--- src/rtl/cb_cfg_loader.sv ---
// cb_cfg_loader: serializes parallel config words onto the connection-block shift chain.
// Optional readback CRC check of displaced chain contents: define CB_CFG_READBACK_EN.
module cb_cfg_loader #(
    parameter int CHAIN_LEN = 104,
    parameter int WORD_W    = 8,
    parameter bit MSB_FIRST = 1'b1
) (
    input  logic              clk,
    input  logic              reset,
    input  logic              start,
    input  logic [WORD_W-1:0] s_data,
    input  logic              s_valid,
    output logic              s_ready,
    output logic              cfg_bit,
    output logic              prgm_b,
    output logic              cb_prgm_b,
    output logic              busy,
    output logic              done
`ifdef CB_CFG_READBACK_EN
    ,
    input  logic              rb_bit,
    output logic              rb_err
`endif
);
    localparam int N_WORDS = (CHAIN_LEN + WORD_W - 1) / WORD_W;
    localparam int BIT_CW  = $clog2(CHAIN_LEN + 1);
    localparam int REM_CW  = $clog2(WORD_W + 1);
    localparam int WRD_CW  = $clog2(N_WORDS + 1);
    localparam logic [BIT_CW-1:0] BITS_LAST  = BIT_CW'(CHAIN_LEN);
    localparam logic [WRD_CW-1:0] WORDS_LAST = WRD_CW'(N_WORDS);
    localparam logic [REM_CW-1:0] REM_FULL   = REM_CW'(WORD_W);
    localparam logic [REM_CW-1:0] REM_ONE    = REM_CW'(1);

    typedef enum logic [1:0] {S_IDLE, S_SHIFT, S_DRAIN, S_DONE} state_t;

    state_t            r_state;
    state_t            w_state_nxt;
    logic [BIT_CW-1:0] r_bits_sent;
    logic [WRD_CW-1:0] r_words;
    logic [REM_CW-1:0] r_rem;
    logic [WORD_W-1:0] r_sh;
    logic              r_cfg_bit;
    logic              r_prgm_b;
    logic              r_cb_prgm_b;

    logic              w_in_shift;
    logic              w_room;
    logic              w_reg_emit;
    logic              w_ready;
    logic              w_accept;
    logic              w_emit;
    logic              w_bit;
    logic [WORD_W-1:0] w_src;
    logic [WORD_W-1:0] w_src_adv;

    // An empty holding register takes its first bit straight from s_data, so
    // acceptance and the first emitted bit share one edge and no bubble appears.
    always_comb begin
        w_in_shift = (r_state == S_SHIFT);
        w_room     = w_in_shift && (r_bits_sent < BITS_LAST);
        w_reg_emit = w_room && (r_rem != '0);
        w_ready    = w_in_shift && (r_words < WORDS_LAST) &&
                     ((r_rem == '0) || ((r_rem == REM_ONE) && w_reg_emit));
        w_accept   = w_ready && s_valid;
        w_emit     = w_reg_emit || (w_room && w_accept);
        w_src      = (r_rem == '0) ? s_data : r_sh;
        w_bit      = MSB_FIRST ? w_src[WORD_W-1] : w_src[0];
        w_src_adv  = MSB_FIRST ? (w_src << 1) : (w_src >> 1);
    end

    always_comb begin
        w_state_nxt = r_state;
        case (r_state)
            S_IDLE:  if (start) w_state_nxt = S_SHIFT;
            S_SHIFT: if (r_bits_sent == BITS_LAST) w_state_nxt = S_DRAIN;
            S_DRAIN: w_state_nxt = S_DONE;
            S_DONE:  w_state_nxt = S_IDLE;
            default: w_state_nxt = S_IDLE;
        endcase
    end

    always_ff @(posedge clk or posedge reset) begin
        if (reset) begin
            r_state     <= S_IDLE;
            r_bits_sent <= '0;
            r_words     <= '0;
            r_rem       <= '0;
            r_cfg_bit   <= 1'b0;
            r_prgm_b    <= 1'b1;
            r_cb_prgm_b <= 1'b0;
        end else begin
            r_state     <= w_state_nxt;
            r_prgm_b    <= !((w_state_nxt == S_SHIFT) || (w_state_nxt == S_DRAIN));
            r_cb_prgm_b <= w_emit;
            if ((r_state == S_IDLE) && start) begin
                r_bits_sent <= '0;
                r_words     <= '0;
                r_rem       <= '0;
            end else begin
                if (w_emit) begin
                    r_cfg_bit   <= w_bit;
                    r_bits_sent <= r_bits_sent + 1'b1;
                end
                if (w_accept) begin
                    r_words <= r_words + 1'b1;
                    r_rem   <= (r_rem == '0) ? (REM_FULL - 1'b1) : REM_FULL;
                end else if (w_emit) begin
                    r_rem <= r_rem - 1'b1;
                end
            end
        end
    end

    always_ff @(posedge clk) begin
        if (w_accept) begin
            r_sh <= (r_rem == '0) ? w_src_adv : s_data;
        end else if (w_emit) begin
            r_sh <= w_src_adv;
        end
    end

    assign s_ready   = w_ready;
    assign cfg_bit   = r_cfg_bit;
    assign prgm_b    = r_prgm_b;
    assign cb_prgm_b = r_cb_prgm_b;
    assign busy      = (r_state != S_IDLE);
    assign done      = (r_state == S_DONE);

`ifdef CB_CFG_READBACK_EN
    logic       r_rb_stb;
    logic [7:0] r_rb_crc;
    logic [7:0] r_tx_crc;
    logic [7:0] r_prev_crc;
    logic       r_rb_err;
    logic [7:0] w_rb_crc_nxt;
    logic [7:0] w_tx_crc_nxt;

    function automatic logic [7:0] crc8_step(input logic [7:0] crc, input logic din);
        logic fb;
        fb = crc[7] ^ din;
        return {crc[6:0], 1'b0} ^ (fb ? 8'h07 : 8'h00);
    endfunction

    always_comb begin
        w_rb_crc_nxt = r_rb_stb ? crc8_step(r_rb_crc, rb_bit) : r_rb_crc;
        w_tx_crc_nxt = w_emit ? crc8_step(r_tx_crc, w_bit) : r_tx_crc;
    end

    // The final readback sample lands in DRAIN, so the compare uses the
    // updated CRC and the verdict is visible together with done.
    always_ff @(posedge clk or posedge reset) begin
        if (reset) begin
            r_rb_stb   <= 1'b0;
            r_rb_crc   <= 8'h00;
            r_tx_crc   <= 8'h00;
            r_prev_crc <= 8'h00;
            r_rb_err   <= 1'b0;
        end else begin
            r_rb_stb <= r_cb_prgm_b;
            if (r_state == S_DRAIN) begin
                r_rb_err   <= (w_rb_crc_nxt != r_prev_crc);
                r_prev_crc <= r_tx_crc;
                r_rb_crc   <= 8'h00;
                r_tx_crc   <= 8'h00;
            end else begin
                if ((r_state == S_IDLE) && start) r_rb_err <= 1'b0;
                r_rb_crc <= w_rb_crc_nxt;
                r_tx_crc <= w_tx_crc_nxt;
            end
        end
    end

    assign rb_err = r_rb_err;
`endif
endmodule
--- config.mk ---
export PLATFORM = sky130hd
export DESIGN_NAME = cb_cfg_loader
export DESIGN_NICKNAME = d
export VERILOG_FILES = /design/src/rtl/cb_cfg_loader.sv
export SDC_FILE = /design/constraint.sdc
export NUM_CORES = 1
export LEC_CHECK = 0
export CORE_AREA = 2 2 71 66
export CTS_CLUSTER_DIAMETER = 60
export DETAILED_ROUTE_END_ITERATION = 8
export DIE_AREA = 0 0 73 68
export PLACE_DENSITY_LB_ADDON = 0.3
export SLEW_MARGIN = 10
export SYNTH_ARGS = -nofsm -noshare
export SYNTH_HDL_FRONTEND = slang
export SYNTH_SLANG_ARGS = --single-unit
--- constraint.sdc ---
create_clock -name clk -period 4.99 [get_ports clk]
set_input_delay 0.499 -clock clk [delete_from_list [all_inputs] [get_ports clk]]
set_output_delay 0.499 -clock clk [all_outputs]
set_load 0.005 [all_outputs]
==> flow_metrics.py <==
metrics = {
    "grt": {
        "grt_antenna_before_repair": 0,
        "globalRouteOverflowTotal": 0,
        "grt_pass1_wl_mm": 5.78,
        "grt_max_degree": 21,
        "grt_usage_pct": 15.1,
        "grt_pass1_vias": 1272,
    },
    "clock_network": {
        "clk_latency_ns": 0.28,
        "root_buffer": "clkbuf_8",
        "postCtsSetupBuffers": 0,
        "cts_hold_buf": 0,
        "cts_tree": "built",
        "cts_resized": 0,
        "cts_max_level": 1,
        "cts.reportedPaths.clkPinSlew_ns": 0.09,
        "clock_sinks": 28,
        "cts-buffers-inserted": 3,
        "cts_buffer_depth": 2,
    },
    "timing": {
        "rsz0062_at_grt": "no",
        "finalSetupTns_ns": 0,
        "max_freq_mhz": 365,
        "period_share_pct": 54.8,
        "hold_violations": 0,
        "worst_slew_pin_slew_ns": 0.795,
        "period_minus_slack_ns": 2.74,
        "relSlewSlack_pct": 46.6,
        "skew_ns": 0.00389,
        "setup_viol_count_final": 0,
        "report.final.slew_viol_count": 0,
    },
    "synth": {
        "netlist_top_cells_area": "dfrtp_1, edfxtp_1, mux2i_1",
        "synth-seq-cells": 28,
        "synth_top_area_share_pct": 28.8,
        "synthArstFlopShare_pct": 71.4,
        "yosysWarnings": 0,
        "yosysSeqAreaShare_pct": 45.0,
        "synth_edf_count": 8,
        "netlist_area_sq_um": 1650,
        "syn_avg_cell_area_sq_um": 10.1,
        "syn-num-nets": 181,
        "synth_ff_type": "dfrtp_1",
        "synth.distinct_cells": 46,
        "postSynthCellCount": 163,
        "synth_area_leader_cell": "dfrtp_1",
    },
    "setup_path": {
        "cp-start-kind": "flip-flop",
        "cp.arrival_ns": 2.24,
        "timing.rr.end": "r_sh[4]",
        "r2r_cells": 4,
        "path_class": "flip-flop to primary output",
        "critical_path.endpoint": "s_ready",
        "r2r_start": "r_rem[1]",
        "worst_setup_path_end_kind": "primary output",
        "crit_path_max_fanout": 7,
        "rrSetupSlack_ns": 2.71,
        "critPathLaunch": "r_rem[1]",
        "required_ns": 4.49,
    },
    "placement": {
        "gp_congestion": 0.860,
        "dp_cells": 224,
        "place_area_sq_um": 1850,
        "portBuffers": 17,
        "post-dp-hpwl_mm": 2.45,
    },
    "min_path": {
        "hold_path_depth": 1,
        "hold_path.class": "flip-flop to flip-flop",
    },
    "routing": {
        "drc": 0,
        "vias_per_cell": 5.65,
        "detail_route.iter0.violations": 45,
        "drt-pass1-iter-count": 4,
        "vias": 1288,
        "wl_mm": 3.45,
        "ant_nets": 0,
        "wl_per_cell_um": 15.1,
    },
    "finish": {
        "stdcell_area_sq_um": 1900,
        "area_growth_syn_to_layout_pct": 15.4,
        "fin_nets": 197,
        "final_cells": 228,
        "antenna_cells": 0,
        "fill_cells": 397,
        "layout_commonest_cell": "nand2_1",
        "final_util_pct": 44.4,
        "layout_common_cells": "nand2_1, dfrtp_1, clkdlybuf4s50_1",
        "drive_gt1_share_pct": 11.2,
    },
    "die": {
        "start_util_pct": 38.5,
        "dieWidth_um": 73,
        "io_pins": 18,
        "fp-row-count": 23,
        "design.core.area_sq_um": 4290,
        "die_y_um": 68,
        "die-area_sq_um": 4960,
    },
    "power": {
        "power.density_nw_per_um2": 607,
        "ir_drop_mv": 0.322,
        "total_power_mw": 1.16,
        "p_leak_nw": 0.866,
    },
    "run": {
        "maxCapViolCount": 0,
    },
    "outcome": {
        "status": "completed",
    },
}
[layer usage]
| metal | track usage (%) | wire length, um | vias to the layer above | share of wire, % |
|---|---|---|---|---|
| li1 | - | - | 611 | - |
| met1 | 19.6 | 1570 | 629 | 45 |
| met2 | 24.3 | 1650 | 43 | 48 |
| met3 | 2.95 | 182 | 5 | 5.3 |
| met4 | 7.41 | 48 | 0 | 1.4 |
| met5 | 0 | 0 | - | 0 |
[metrics by stage]
step,worst slack (ns),hold WS (ns)
6_report,2.25,0.537
5_1_grt,2.11,0.570
4_1_cts,2.25,0.543
3_5_place_dp,2.56,0.510
3_3_place_gp,2.62,0.503
2_1_floorplan,3.02,0.462
[worst max-delay path: stages (launching register included)]
cell	delay [ns]
dfrtp_1	0.40
inv_1	0.10
ha_1	0.20
or3b_1	0.51
a21oi_1	0.21
clkdlybuf4s50_1	0.53
[how the worst min path moves through the flow]
stage	endpoint	slack, ns	start
3_3_place_gp	cfg_bit	0.50	cfg_bit
5_1_grt	r_bits_sent[0]	0.57	r_bits_sent[0]
2_1_floorplan	cb_prgm_b	0.46	reset
4_1_cts	cfg_bit	0.54	cfg_bit
6_report	r_bits_sent[0]	0.54	r_bits_sent[0]
3_5_place_dp	cfg_bit	0.51	cfg_bit
[cells in the mapped netlist, drive strengths merged (3+ instances only)]
library cell and number:
o31ai 4, nand2 23, inv 10, a21oi 10, nor3b 3, o21ai 12
ha 6, clkbuf 4, nand3 9, dfrtp 19, or4 3, nor3 3
edfxtp 8, and2 4, mux2i 11, nor2 6
[cells by family after synthesis]
family	count (synthesis)	synth area share (%)
simple gates	61	21.7
xor+xnor	2	1.06
flops	28	45.0
mux	13	8.49
buf+inv	16	4.32
compound gates	37	14.9
fa+ha+maj	6	4.55
[state kept, by name, indices dropped and copies added (netlist names)]
name,cells
r_state,2
cfg_bit,1
prgm_b,1
cb_prgm_b,1
r_rem,4
r_sh,8
r_bits_sent,7
r_words,4
[power by group]
| part | internal, mW | total (mW) | leakage [nW] | switching [mW] |
|---|---|---|---|---|
| logic | 0.262 | 0.550 | 0.510 | 0.288 |
| registers | 0.365 | 0.462 | 0.328 | 0.0972 |
| clock network | 0.0709 | 0.143 | 0.0288 | 0.0725 |
[layout make-up]
cell class,instances,area [sq um],share of cell area (%)
Multi-Input combinational cell,119,837,44.0
Sequential cell,28,742,39.0
Timing Repair Buffer,17,170,8.94
Tap cell,50,62.6,3.29
Clock buffer,4,55.1,2.89
Inverter,10,37.5,1.97
Note: power is estimated with default switching activity, not from simulation.
